==> src/rtl/serial_rx8.sv <==
// Serial-to-parallel 8-bit receiver framed by sen; pulses q_valid per good word.
// Optional even-parity bit after each byte when macro PAR_CHECK_EN is defined.
module serial_rx8 #(
  parameter int MSB_FIRST = 1
) (
  input  logic       clk,
  input  logic       rst_n,
  input  logic       sin,
  input  logic       sen,
  output logic [7:0] q_data,
  output logic       q_valid,
  output logic       busy,
  output logic       err,
  output logic [7:0] word_cnt
);

`ifdef PAR_CHECK_EN
  typedef enum logic [1:0] {IDLE, SHIFT, PARITY} state_t;
`else
  typedef enum logic [1:0] {IDLE, SHIFT} state_t;
`endif

  state_t      state;
  logic [2:0]  bit_cnt;
  logic [7:0]  shreg;

  // After eight shifts the first bit sits at [7] (MSB_FIRST) or at [0].
  function automatic logic [7:0] shift_in(input logic [7:0] cur, input logic b);
    if (MSB_FIRST != 0) return {cur[6:0], b};
    else                return {b, cur[7:1]};
  endfunction

  assign busy = (state != IDLE);

  always_ff @(posedge clk or negedge rst_n) begin
    if (!rst_n) begin
      state    <= IDLE;
      bit_cnt  <= 3'd0;
      shreg    <= 8'h00;
      q_data   <= 8'h00;
      q_valid  <= 1'b0;
      err      <= 1'b0;
      word_cnt <= 8'h00;
    end else begin
      q_valid <= 1'b0;
      err     <= 1'b0;
      case (state)
        IDLE: begin
          if (sen) begin
            shreg   <= shift_in(8'h00, sin);
            bit_cnt <= 3'd1;
            state   <= SHIFT;
          end
        end
        SHIFT: begin
          if (!sen) begin
            err     <= 1'b1;
            bit_cnt <= 3'd0;
            state   <= IDLE;
          end else begin
            shreg   <= shift_in(shreg, sin);
            bit_cnt <= bit_cnt + 3'd1;
            if (bit_cnt == 3'd7) begin
`ifdef PAR_CHECK_EN
              state    <= PARITY;
`else
              q_data   <= shift_in(shreg, sin);
              q_valid  <= 1'b1;
              word_cnt <= word_cnt + 8'd1;
              state    <= IDLE;
`endif
            end
          end
        end
`ifdef PAR_CHECK_EN
        PARITY: begin
          bit_cnt <= 3'd0;
          state   <= IDLE;
          if (!sen) begin
            err <= 1'b1;
          end else if ((^shreg ^ sin) == 1'b0) begin
            q_data   <= shreg;
            q_valid  <= 1'b1;
            word_cnt <= word_cnt + 8'd1;
          end else begin
            err <= 1'b1;
          end
        end
`endif
        default: begin
          bit_cnt <= 3'd0;
          state   <= IDLE;
        end
      endcase
    end
  end

endmodule

==> config.mk <==
export PLATFORM = sky130hd
export DESIGN_NAME = serial_rx8
export DESIGN_NICKNAME = d
export VERILOG_FILES = /design/src/rtl/serial_rx8.sv
export SDC_FILE = /design/constraint.sdc
export NUM_CORES = 1
export LEC_CHECK = 0
export BUFFER_PORTS_ARGS = -buffer_cell sky130_fd_sc_hd__buf_2
export CORE_MARGIN = 4
export CORE_UTILIZATION = 50
export DETAILED_ROUTE_END_ITERATION = 8
export PLACE_DENSITY = 0.81
export SLEW_MARGIN = 20
export SYNTH_ARGS = -nofsm -noshare
export SYNTH_HDL_FRONTEND = slang
export SYNTH_SLANG_ARGS = --single-unit
==> constraint.sdc <==
create_clock -name clk -period 3.75 [get_ports clk]
set_input_delay 0.375 -clock clk [delete_from_list [all_inputs] [get_ports clk]]
set_output_delay 0.375 -clock clk [all_outputs]
set_load 0.01 [all_outputs]
### Yosys cells after proc, flatten, opt, wreduce, memory -nomap -nowiden

Cells that the tools add are included.

* equal/unequal tests: 5
* $add $sub $neg: 2
* multiplexer cells: 15
* reductions and logical operators: 6

Operator list (number)
* $mux 7: 2
* $pmux 7 s2: 1
* $add 8x1->8 const B: 1
* $mux 2: 3
* $mux 3: 2
* $pmux 3 s2: 1
* $reduce_and 3->1: 2
* $mux 1: 5
* $ne 2x2->1 const B: 2
* $pmux 2 s2: 1
* $reduce_bool 2->1: 2
* $add 3x1->3 const B: 1
* $eq 3x3->1 const B: 1
* $ne 3x3->1 const B: 1
* $eq 2x1->1 const B: 1
* $logic_not 2->1: 1
* $reduce_and 2->1: 1

* bits in registers: 30
* word-level logic and storage cells: 35
* bits of input ports: 4
* output and inout port bits: 19

### Logic depth before layout (Yosys ltp)

* depth in word-level cells: 4
* gate-level depth with buffers: 6
* gate-level depth less buffers: 6

### Worst setup path after synthesis

Ideal clock, no wire load.

* kind: register to register
* start point: register bit_cnt[0]
* end point: register q_data[2]
* slack: 2.355 ns
* data required time: 3.618 ns
* period minus slack after synthesis: 1.395 ns
* arrival time: 1.263 ns
* cell stages (with the launch flop): 6
* setup time: 0.132 ns
* buffers on the path: 1
* path through: dfrtp_1 > ha_1 > ha_1 > nand3_4 > clkbuf_1 > o21ai_0

* longest elaborated chain between the ends: 2

Ends and longest elaborated chain
* start, declared: line 24 `logic [2:0] bit_cnt;`
* start signal, assigned: line 62 `bit_cnt <= bit_cnt + 3'd1;`
* $eq 3x3->1: line 63 `if (bit_cnt == 3'd7) begin`
* $reduce_and 3->1 (no line)
* end signal, assigned: line 67 `q_data <= shift_in(shreg, sin);`
* end, declared: line 10 `output logic [7:0] q_data,`

Every way passes these cells.
A chain may end at the register's enable or synchronous reset.

### Worst setup path after layout

* start point: register bit_cnt[0]
* end point: register word_cnt[4]

* longest elaborated chain between the ends: 2

Ends and longest elaborated chain
* $eq 3x3->1: line 63
* $reduce_and 3->1 (no line)
* end signal, assigned: line 69 `word_cnt <= word_cnt + 8'd1;`
* end, declared: line 14 `output logic [7:0] word_cnt`

Every way passes these cells.

==> impl_metrics.toml <==
[yosys]
synth-seq-area-share_pct = 63.7
avgSynthCellArea_um2 = 11.2
syn-num-nets = 109
ys_ff_latch = 29
synthCells = 102
yosys_warnings = 0
synth_top_area_cell = "dfrtp_1"
synth_cell_types = 21
synth_top_area_share_pct = 63.7
synth.area.top_cells = "dfrtp_1 (64%), nand2_1 (7.2%), o21ai_0 (5.3%)"
syn_area_um2 = 1140

[timing]
max_freq_ghz = 0.616
skew_ns = 0.00841
setup_viol = 0
grt_setup_unrepaired = "no"
hold_violations = 0
tightest_slew_ns = 0.629
post-route-period-util_pct = 43.3
finalMaxSlewViolations = 0
relSlewSlack_pct = 58.1
period_needed_ns = 1.62
totalNegativeSetupSlack_ns = 0

[clock_tree]
clkSinkCount = 29
clockBufferDepth = 2
cts_resized = 0
h-tree-depth = 2
clock_latency_ns = 0.34
cts_made_buffers = 5
clkTransAtPathRegs_ns = 0.09
cts_root_buffer = "clkbuf_4"
post_cts_buffers = 0
cts_hold_buf = 0
cts_tree = "yes"

[place]
port_buffers = 22
dp_cells = 149
dp_hpwl_um = 1460
gp_congestion = 0.724

[cells_and_area]
drive_gt1_share_pct = 25.6
antennaDiodeCount = 0
fin_cells = 157
finalNetCount = 135
final_cell_mix = "dfrtp_1 (29), nand2_1 (22), buf_2 (22), o21ai_0 (12), inv_1 (8)"
layout_commonest_cell = "dfrtp_1"
area_growth_pct = 17.8

[job]
cap_violations = 0

[floorplan]
row_count = 17
die_h_um = 55.7
die_x_um = 55.7
pin_count = 23
core_um2 = 2190
dieArea_um2 = 3110
initial_core_util_pct = 52.0

[power]
p_per_area_nw_per_um2 = 437
clkPwrFrac_pct = 37.0
pwr-share-seq_pct = 57.0
p_sw_share_pct = 23.8
p_switching_w = 0.000139
leakage_nw = 0.704
ir_drop_v = 0.000304
p_int_w = 0.000447
combPwrFrac_pct = 6.0

[global_route]
grt_pass1_vias = 824
grt_usage_pct = 16.1
antenna_found_initial = 0
grt_max_degree = 30
overflow = 0
grt_first_pass_wirelength_um = 3730

[hold_path]
hold_class = "input pin to asynchronous set/reset pin"

[worst_setup_path]
crit_top_cell = "ha_1"
start_kind = "flip-flop"
cpPeakStageDelay_ns = 0.38
cp_slowest_cell = "dfrtp_1"
r2r_setup_slack_ns = 2.13
critical_path_class = "flip-flop to flip-flop"
cp.required_ns = 3.98
end_kind = "flip-flop"
path_delay_family = "flip-flops"
critPathArrivalTime_ns = 1.85
reg2reg_from = "bit_cnt[0]"
worst-path-buf-inv = 1
r2r_end = "word_cnt[4]"
path_max_fanout = 19
r2r_cells = 6
crit_chain = "ha_1 > ha_1 > nand3_4 > inv_1 > nand4_1 > xnor2_1"

[routing]
viasPerCell = 5.11
wl_met1_um = 863
dr_wl_met3_um = 133
drt_iter0_drc = 30
dr.pass1.iters = 4
ant_nets = 0
highest_layer = "met4"
wire_per_inst_um = 13.2
wl_met2_um = 993
vias = 803
wl_um = 2070
drcViolationCount = 0

[run_status]
outcome = "finished, final reports clean"
[flip-flops by register name, summed over array words and instances, names as in the netlist]
| signal | count |
|---|---|
| state | 1 |
| word_cnt | 8 |
| q_valid | 1 |
| q_data | 8 |
| err | 1 |
| shreg | 7 |
| bit_cnt | 3 |
[how the worst max path moves through the flow]
| stage | cells after the start | start | end |
|---|---|---|---|
| CTS | 6 | bit_cnt[0] | word_cnt[4] |
| global placement | 6 | bit_cnt[0] | word_cnt[4] |
| floorplan | 5 | bit_cnt[0] | q_data[2] |
| global route | 6 | bit_cnt[0] | word_cnt[3] |
| detailed placement | 6 | bit_cnt[0] | word_cnt[4] |
| finish | 6 | bit_cnt[0] | word_cnt[4] |
[kinds of logic (layout without fill, tap and decap cells)]
family / after synthesis / in the layout / share of synthesized area (%)
AO/OA/AOI/OAI: 16 / 16 / 7.90
XOR/XNOR: 7 / 7 / 5.38
adder cells (fa/ha/maj): 3 / 3 / 3.29
buffers and inverters: 11 / 38 / 3.73
flip-flops: 29 / 29 / 63.7
multiplexers: 1 / 1 / 0.988
AND/OR/NAND/NOR: 35 / 35 / 15.0
[metal layers]
metal  global-route usage [%]  vias up
met5                        0        -
met4                     12.5        0
met3                     5.80        8
met2                     25.0       23
met1                     17.8      384
li1                         -      388
[cells in the mapped netlist]
library cell and count:
dfrtp_1 29, nand2_1 22, o21ai_0 12, inv_1 8
xnor2_1 5, nand4_1 4, ha_1 3, nor2_1 3
a22o_1 2, clkbuf_1 2, xor2_1 2, a21boi_0 1
a21oi_1 1, and2_1 1, buf_2 1, mux2_2 1
nand3_1 1, nand3_4 1, nor2b_1 1, nor3_1 1
nor4_2 1
[through the flow]
step	area, um^2	utilization (%)	power, W	worst slack [ns]	hold WS (ns)
4_1_cts	1340	61.3	0.000593	2.12	0.0561
3_3_place_gp	1270	58.1	0.000374	2.27	0.418
6_report	1340	61.3	0.000587	2.13	0.0430
3_5_place_dp	1270	58.1	0.000377	2.12	0.429
5_1_grt	1340	61.3	0.000618	2.01	0.0756
2_1_floorplan	1140	-	0.000358	2.36	0.0794
[power groups by stage]
stage	Sequential, W	Clock [W]	Combinational (W)
global placement	0.000340	0	0.0000342
detailed placement	0.000341	0	0.0000363
CTS	0.000334	0.000222	0.0000367
global route	0.000337	0.000240	0.0000415
floorplan	0.000341	0	0.0000168
finish	0.000334	0.000217	0.0000353
[final cells by class]
| class | instances | area [um^2] |
|---|---|---|
| inverter | 8 | 30.0 |
| multi-input combinational | 62 | 372 |
| clock inverter | 1 | 5.00 |
| tap | 28 | 35.0 |
| sequential | 29 | 726 |
| timing repair buffer | 22 | 110 |
| fill | 180 | 848 |
| clock buffer | 7 | 65.1 |
Note: power is estimated with default switching activity, not from simulation.
